==> config.mk <==
export PLATFORM = sky130hd
export DESIGN_NAME = sel_encode18_5_seq
export DESIGN_NICKNAME = d
export VERILOG_FILES = /design/src/rtl/sel_dac_pkg.sv /design/src/rtl/sel_rr_find18.sv /design/src/rtl/sel_encode18_5_seq.sv
export SDC_FILE = /design/constraint.sdc
export NUM_CORES = 1
export LEC_CHECK = 0
export CAP_MARGIN = 20
export CORE_MARGIN = 8
export CORE_UTILIZATION = 54
export CTS_CLUSTER_SIZE = 8
export DETAILED_ROUTE_END_ITERATION = 8
export PLACE_DENSITY = 0.72
export SYNTH_ARGS = -nofsm -noshare
export SYNTH_HDL_FRONTEND = slang
export SYNTH_SLANG_ARGS = --single-unit
==> constraint.sdc <==
create_clock -name clk -period 9.35 [get_ports clk]
set_clock_uncertainty 0.2 [all_clocks]
set_input_delay 1.87 -clock clk [delete_from_list [all_inputs] [get_ports clk]]
set_output_delay 1.87 -clock clk [all_outputs]
set_load 0.02 [all_outputs]
==> src/rtl/sel_dac_pkg.sv <==
// Shared constants, FSM state type and modular pointer helper for the
// DAC element-select encoder path.
package sel_dac_pkg;

   localparam int N_ELEM = 18;
   localparam int AW     = 5;

   typedef enum logic {
      IDLE,
      EMIT
   } state_t;

   // Increment an element index modulo N_ELEM (17 wraps to 0).
   function automatic logic [AW-1:0] wrap_inc(input logic [AW-1:0] a);
      if (a == AW'(N_ELEM - 1)) return '0;
      return a + 1'b1;
   endfunction

endpackage

==> src/rtl/sel_rr_find18.sv <==
// Circular priority finder: first set bit of pending at or above ptr.
// Ports: pending/ptr in; addr, found (any bit set), single (one bit set) out.
module sel_rr_find18
   import sel_dac_pkg::*;
(
   input  logic [N_ELEM-1:0] pending,
   input  logic [AW-1:0]     ptr,
   output logic [AW-1:0]     addr,
   output logic              found,
   output logic              single
);

   localparam logic [AW:0] NE = (AW+1)'(N_ELEM);

   logic [2*N_ELEM-1:0] dbl;
   logic [AW-1:0]       idx;
   logic [AW:0]         sum;

   // Rotate right by ptr so that bit 0 of dbl is element ptr.
   assign dbl = {pending, pending} >> ptr;

   always_comb begin
      idx = '0;
      for (int j = N_ELEM - 1; j >= 0; j--) begin
         if (dbl[j]) idx = AW'(j);
      end
   end

   assign sum    = {1'b0, ptr} + {1'b0, idx};
   assign addr   = (sum >= NE) ? AW'(sum - NE) : sum[AW-1:0];
   assign found  = |pending;
   assign single = found && ((pending & (pending - 1'b1)) == '0);

endmodule

==> src/rtl/sel_encode18_5_seq.sv <==
// Serialises an 18-bit element mask into 5-bit addresses, rotating scan start.
// Ports: in_valid/in_ready/in_mask, ptr_clr, out_valid/out_ready/out_addr/out_last, mask_cnt, zero_pulse, ptr.
module sel_encode18_5_seq
   import sel_dac_pkg::*;
(
   input  logic              clk,
   input  logic              rst_n,
   input  logic              in_valid,
   output logic              in_ready,
   input  logic [N_ELEM-1:0] in_mask,
   input  logic              ptr_clr,
   output logic              out_valid,
   input  logic              out_ready,
   output logic [AW-1:0]     out_addr,
   output logic              out_last,
   output logic [AW-1:0]     mask_cnt,
   output logic              zero_pulse,
   output logic [AW-1:0]     ptr
);

   state_t            state, state_nx;
   logic [N_ELEM-1:0] pending;
   logic [AW-1:0]     f_addr;
   logic              f_found;
   logic              f_single;
   logic [AW-1:0]     pcnt;
   logic              accept;
   logic              hs;

   sel_rr_find18 u_find (
      .pending (pending),
      .ptr     (ptr),
      .addr    (f_addr),
      .found   (f_found),
      .single  (f_single)
   );

   always_comb begin
      pcnt = '0;
      for (int i = 0; i < N_ELEM; i++) begin
         pcnt = pcnt + {{(AW-1){1'b0}}, in_mask[i]};
      end
   end

   assign in_ready  = (state == IDLE);
   assign out_valid = (state == EMIT);
   assign out_addr  = out_valid ? f_addr : '0;
   assign out_last  = out_valid && f_found && f_single;
   assign accept    = in_valid && in_ready;
   assign hs        = out_valid && out_ready;

   always_comb begin
      state_nx = state;
      case (state)
         IDLE: if (accept && (in_mask != '0)) state_nx = EMIT;
         EMIT: if (hs && out_last) state_nx = IDLE;
         default: state_nx = IDLE;
      endcase
   end

   always_ff @(posedge clk or negedge rst_n) begin
      if (!rst_n) begin
         state      <= IDLE;
         pending    <= '0;
         ptr        <= '0;
         mask_cnt   <= '0;
         zero_pulse <= 1'b0;
      end else begin
         state      <= state_nx;
         zero_pulse <= accept && (in_mask == '0);
         if (accept) begin
            pending  <= in_mask;
            mask_cnt <= pcnt;
         end else if (hs) begin
            pending[f_addr] <= 1'b0;
         end
         // ptr_clr only matters in IDLE, where no handshake can occur.
         if (hs) ptr <= wrap_inc(f_addr);
         else if (in_ready && ptr_clr) ptr <= '0;
      end
   end

endmodule

## Word level (Yosys, flattened, before mapping)

Index checks and enable logic that the tools add are counted.

| storage, ports and cells | value |
|---|---|
| flip-flop bits (word level) | 30 |
| input bits | 23 |
| logic and storage cells | 84 |

| operators by class | value |
|---|---|
| add/sub/neg operators | 21 |
| magnitude comparators | 3 |
| equal/unequal tests | 1 |
| shifts and indexed selects | 1 |
| multiplexer cells | 33 |
| bitwise gates (word level) | 4 |
| reductions and logical operators | 16 |

Operators with widths:

| cell | number |
|---|---|
| $mux W5 | 24 |
| $add A5 B1 Y5 | 13 |
| $and A18 B18 Y18 | 2 |
| $logic_not A18 Y1 | 2 |
| $mux W18 | 2 |
| $shr A36 B5 Y18 | 1 |
| $not A18 Y18 | 1 |
| $reduce_bool A18 Y1 | 1 |
| $reduce_or A18 Y1 | 1 |
| $sub A18 B1 Y18 const B | 1 |
| $logic_and A1 B1 Y1 | 10 |
| $add A5 B5 Y6 | 1 |
| $ge A6 B5 Y1 const B | 1 |
| $lt A5 B6 Y1 const B | 1 |
| $add A4 B1 Y5 | 1 |
| $add A5 B1 Y5 const B | 1 |
| $demux W1 S5 | 1 |
| $eq A5 B5 Y1 const B | 1 |
| $ge A5 B1 Y1 const B | 1 |
| $mux W1 | 5 |
| $sub A5 B5 Y5 const B | 1 |
| $add A3 B1 Y4 | 1 |
| $reduce_bool A2 Y1 | 2 |
| $add A2 B1 Y3 | 1 |
| other kinds (3) | 3 |

## Longest topological paths before layout

| depth | value |
|---|---|
| depth in word-level cells | 30 |
| gate-level depth with buffers | 23 |

## Hierarchy

From an unflattened synthesis, not the netlist that was laid out.

| second synthesis, totals | value |
|---|---|
| cells, all modules | 468 |
| area, all modules | 4430.5 sq um |

By module, submodules not included:

| module | times used | cells each | area an instance (sq um) | sequential area each (sq um) |
|---|---|---|---|---|
| sel_rr_find18 | 1 | 275 | 2493.6 | 0.0 |
| sel_encode18_5_seq | 1 | 193 | 1936.9 | 750.7 |

## Worst setup path after synthesis

No wires, ideal clock.

| timing | value |
|---|---|
| path kind | register -> output |
| start | reg ptr[1] |
| end | out out_addr[3] |
| data arrival time | 4.594 ns |
| data required time | 7.280 ns |
| slack | 2.686 ns |
| stages on the path, launching flop included | 20 |
| cells stage by stage | dfrtp_1 -> buf_6 -> buf_8 -> buf_2 -> mux4_2 -> a211oi_1 -> a21oi_1 -> o21ai_0 -> nand2_1 -> a311oi_1 -> o32ai_1 -> ha_1 -> fa_1 -> a21o_1 -> a211oi_1 -> nor3b_1 -> a22oi_1 -> xor2_1 -> buf_2 -> nor2_1 |

| between the ends | value |
|---|---|
| longest elaborated chain between the ends | 23 |
| elaborated cells on any way between the ends | 24 |
| those cells by class | add/sub: 2; order compare: 1; shift: 1; mux: 20 |

RTL lines:

| item | RTL line | RTL |
|---|---|---|
| start, declared | sel_encode18_5_seq.sv:18 | `output logic [AW-1:0] ptr` |
| start signal, assigned | sel_encode18_5_seq.sv:78 | `if (hs) ptr <= wrap_inc(f_addr);` |
| $shr A36 B5 Y18 | sel_rr_find18.sv:20 | `assign dbl = {pending, pending} >> ptr;` |
| $mux W5 (18 in series) | sel_rr_find18.sv:25 | `if (dbl[j]) idx = AW'(j);` |
| $add A5 B5 Y6 * | sel_rr_find18.sv:29 | `assign sum = {1'b0, ptr} + {1'b0, idx};` |
| $sub A5 B5 Y5 or $ge A6 B5 Y1 (tied branches) | sel_rr_find18.sv:30 | `assign addr = (sum >= NE) ? AW'(sum - NE) : sum[AW-1:0];` |
| $mux W5 * | sel_rr_find18.sv:30 |  |
| $mux W5 * | sel_encode18_5_seq.sv:47 | `assign out_addr = out_valid ? f_addr : '0;` |
| end, declared | sel_encode18_5_seq.sv:14 | `output logic [AW-1:0] out_addr,` |

Mark *: on every way between the ends. The rest lies on a longest branch, timed or not.

## Worst setup path in the final report

| timing | value |
|---|---|
| start | reg ptr[1] |
| end | out out_addr[1] |

Same word-level chain as after synthesis.

==> impl_metrics.yaml <==
timing:
  fmax_ghz: 0.1227
  fin_setup_tns_ps: 0
  finalCritPeriodShare: 0.8719
  rsz0062_at_grt: "false"
  maxSlewViolCount: 0
  hold_viol_final: 0
  fin_crit_ps: 8152
  finalSetupViolCount: 0
  tightest_slew_ps: 834.9
  slew_headroom: 0.4394
critical_path:
  cp-endpoint: "out_addr[1]"
  worstPathArrival_ps: 6080
  critPathRequiredTime_ps: 7280
  endpoint_kind: "primary output"
  rr_startpoint: "ptr[1]"
  worstPathMaxFanout: 33
  ff2ff_setup_slack_ps: 3070
  crit_start: "ptr[1]"
  critPathKind: "reg2out"
  r2r_end: "pending[13]"
  ff2ff_path_depth: 17
  start_kind: "flop"
placed_design:
  dpl.hpwl_um: 9587
  place_area_um2: 4825
  gp_congestion: 0.9155
  portBuffers: 41
layout:
  synthToLayoutAreaGrowth_pct: 11.11
  diodes: 0
  fill_cells: 730
  design_area_um2: 4943
  finalNetCount: 564
  drive_above_1_share: 0.1353
clock_network:
  clock-sinks: 30
  cts_buffer_depth: 2
  clk_pin_slew_ps: 70
  cts_htree_levels: 2
  cts.repair.resized: 0
  postCtsSetupBuffers: 0
  ctsRootBufferMaster: "clkbuf_8"
  holdBufCountCts: 0
  tritoncts: "done"
  cts_buffers: 5
  worst_skew_pair.late_latency_ps: 280
yosys:
  synth_nets: 548
  syn_avg_cell_area_um2: 9.025
  ys_types: 77
  yosys.area_share.simple: 0.1586
  synth_ff_type: "dfrtp_1"
  async_flop_share: 1.000
  ys_seq_area_frac: 0.1687
  muxShareOfSynthArea: 0.2497
  postSynthCellCount: 493
  ys_warn_count: 0
  synth_xor_area_frac: 0.01772
  synth-seq-cells: 30
  synth_compound_area_frac: 0.2163
  synth_area_um2: 4449
  synth-edff-count: 0
  synth_fa_ha_area_frac: 0.1142
  synth_top_family_by_area: "multiplexers"
routing:
  wirelength_um: 12320
  drtAntennaViolNets: 0
  route.detailed.drc: 0
  first_pass_iters: 5
  num_vias: 4035
  vias_per_cell: 6.561
  drt-initial-drc-count: 317
  wl_per_cell_um: 20.03
floorplan:
  fp.coreArea_um2: 8093
  ioPinCount: 42
  initial_utilization: 0.5498
  rows: 33
  die_w_um: 106.8
  die_h_um: 106.8
  die-area_um2: 11400
grt:
  antenna_found_initial: 0
  grt_usage: 0.2172
  grt_first_pass_wirelength_um: 20270
  overflow: 0
  grt_max_degree: 39
  grt_pass1_vias: 4020
status:
  status: "finished clean"
worst_hold_path:
  hold_class: "reg2reg"
flow_run:
  drv_cap: 0
[sequential cells by signal, indices dropped and copies added, names as in the netlist]
name / cells
mask_cnt: 5
pending: 18
ptr: 5
out_valid: 1
zero_pulse: 1
[metrics by stage]
stage / setup WS, ps / util / hold slack, ps / std cells
floorplan: 2686 / - / 388.5 / 493
global placement: 1665 / 0.5962 / 260.7 / 606
detailed placement: 1568 / 0.5962 / 260.7 / 606
CTS: 1238 / 0.6075 / 284.3 / 614
global route: 729.3 / 0.6109 / 306.6 / 615
finish: 1198 / 0.6109 / 279.3 / 615
[critical path: stages (launching register included)]
cell and delay (ps):
dfrtp_2 860, buf_4 340, mux4_2 580, mux2i_1 310, a22oi_1 100, o21ai_0 190, nand2_1 160, a311oi_1 260
o32ai_1 140, ha_1 230, fa_1 410, a21o_1 190, a211oi_1 540, nor2_1 140, a21oi_1 230, xnor2_1 210
inv_1 130, nor2_1 130, clkdlybuf4s50_1 630
[synth_stat cells, types with 5 or more instances]
| cell type | count | share of area |
|---|---|---|
| o21ai_0 | 24 | 0.027 |
| nand2_1 | 49 | 0.041 |
| a211oi_1 | 5 | 0.0084 |
| a21o_1 | 10 | 0.017 |
| ha_1 | 19 | 0.053 |
| or3_1 | 5 | 0.0070 |
| nor3_1 | 9 | 0.010 |
| o311ai_0 | 8 | 0.016 |
| inv_1 | 29 | 0.024 |
| and3_1 | 9 | 0.013 |
| mux4_2 | 26 | 0.13 |
| nor2b_1 | 6 | 0.0084 |
| a31oi_1 | 6 | 0.0084 |
| a31o_2 | 5 | 0.0098 |
| buf_6 | 5 | 0.013 |
| xor2_1 | 5 | 0.0098 |
| a211o_1 | 5 | 0.0098 |
| mux2_2 | 6 | 0.015 |
| dfrtp_1 | 30 | 0.17 |
| buf_2 | 11 | 0.012 |
| nand3_1 | 6 | 0.0067 |
| mux2i_1 | 39 | 0.088 |
| a21oi_1 | 17 | 0.019 |
| fa_1 | 13 | 0.058 |
| nor2_1 | 31 | 0.026 |
| a22oi_1 | 5 | 0.0084 |
| clkbuf_1 | 20 | 0.017 |
[how the worst min path moves through the flow]
stage	startpoint	to	slack, ps	depth (start not counted)
4_1_cts	mask_cnt[2]	mask_cnt[2]	280	2
3_3_place_gp	mask_cnt[2]	mask_cnt[2]	260	2
6_report	mask_cnt[2]	mask_cnt[2]	280	2
3_5_place_dp	mask_cnt[0]	mask_cnt[0]	260	2
5_1_grt	mask_cnt[3]	mask_cnt[3]	310	2
2_1_floorplan	mask_cnt[0]	mask_cnt[0]	390	2
[routing by layer]
layer | GRT usage | share of wire | wire length, um | vias up
li1 | - | - | - | 1886
met1 | 0.2699 | 0.41 | 5097 | 1972
met2 | 0.3730 | 0.51 | 6255 | 155
met3 | 0.03179 | 0.053 | 657 | 22
met4 | 0.08141 | 0.025 | 307 | 0
met5 | 0 | 0 | 0 | -
[cells in the final DEF, fill, tap and decap left out, drive strengths merged, types with 6 or more instances in the layout]
cell type      instances
mux2                  11
clkbuf                 7
clkdlybuf4s50         41
inv                   31
mux2i                 39
nand2                 49
a22oi                  6
o21ai                 24
ha                    19
nand3                  7
nor2b                  6
a211oi                 6
a21o                  10
nor3                   9
buf                    7
o311ai                 9
a31oi                  6
and3                   9
fa                    13
nor2                  31
mux4                  26
dfrtp                 30
a21oi                 17
[logic make-up after synthesis]
family / count (synthesis)
compound gates: 130
buf+inv: 71
mux: 76
xor+xnor: 9
fa+ha+maj: 33
flops: 30
simple gates: 144
[final cells by class]
| class | count | area [um^2] | area share |
|---|---|---|---|
| clock buffer | 7 | 86.33 | 0.01746 |
| clock inverter | 1 | 5.005 | 0.001012 |
| inverter | 32 | 120.1 | 0.02430 |
| multi-input combinational | 392 | 3366 | 0.6808 |
| sequential | 30 | 752.0 | 0.1521 |
| tap | 105 | 131.4 | 0.02658 |
| timing repair buffer | 48 | 483.0 | 0.09770 |
Power is left out: the tool's default activity adds up to more than one toggle a clock period on the data nets, which glitch-free logic cannot reach.
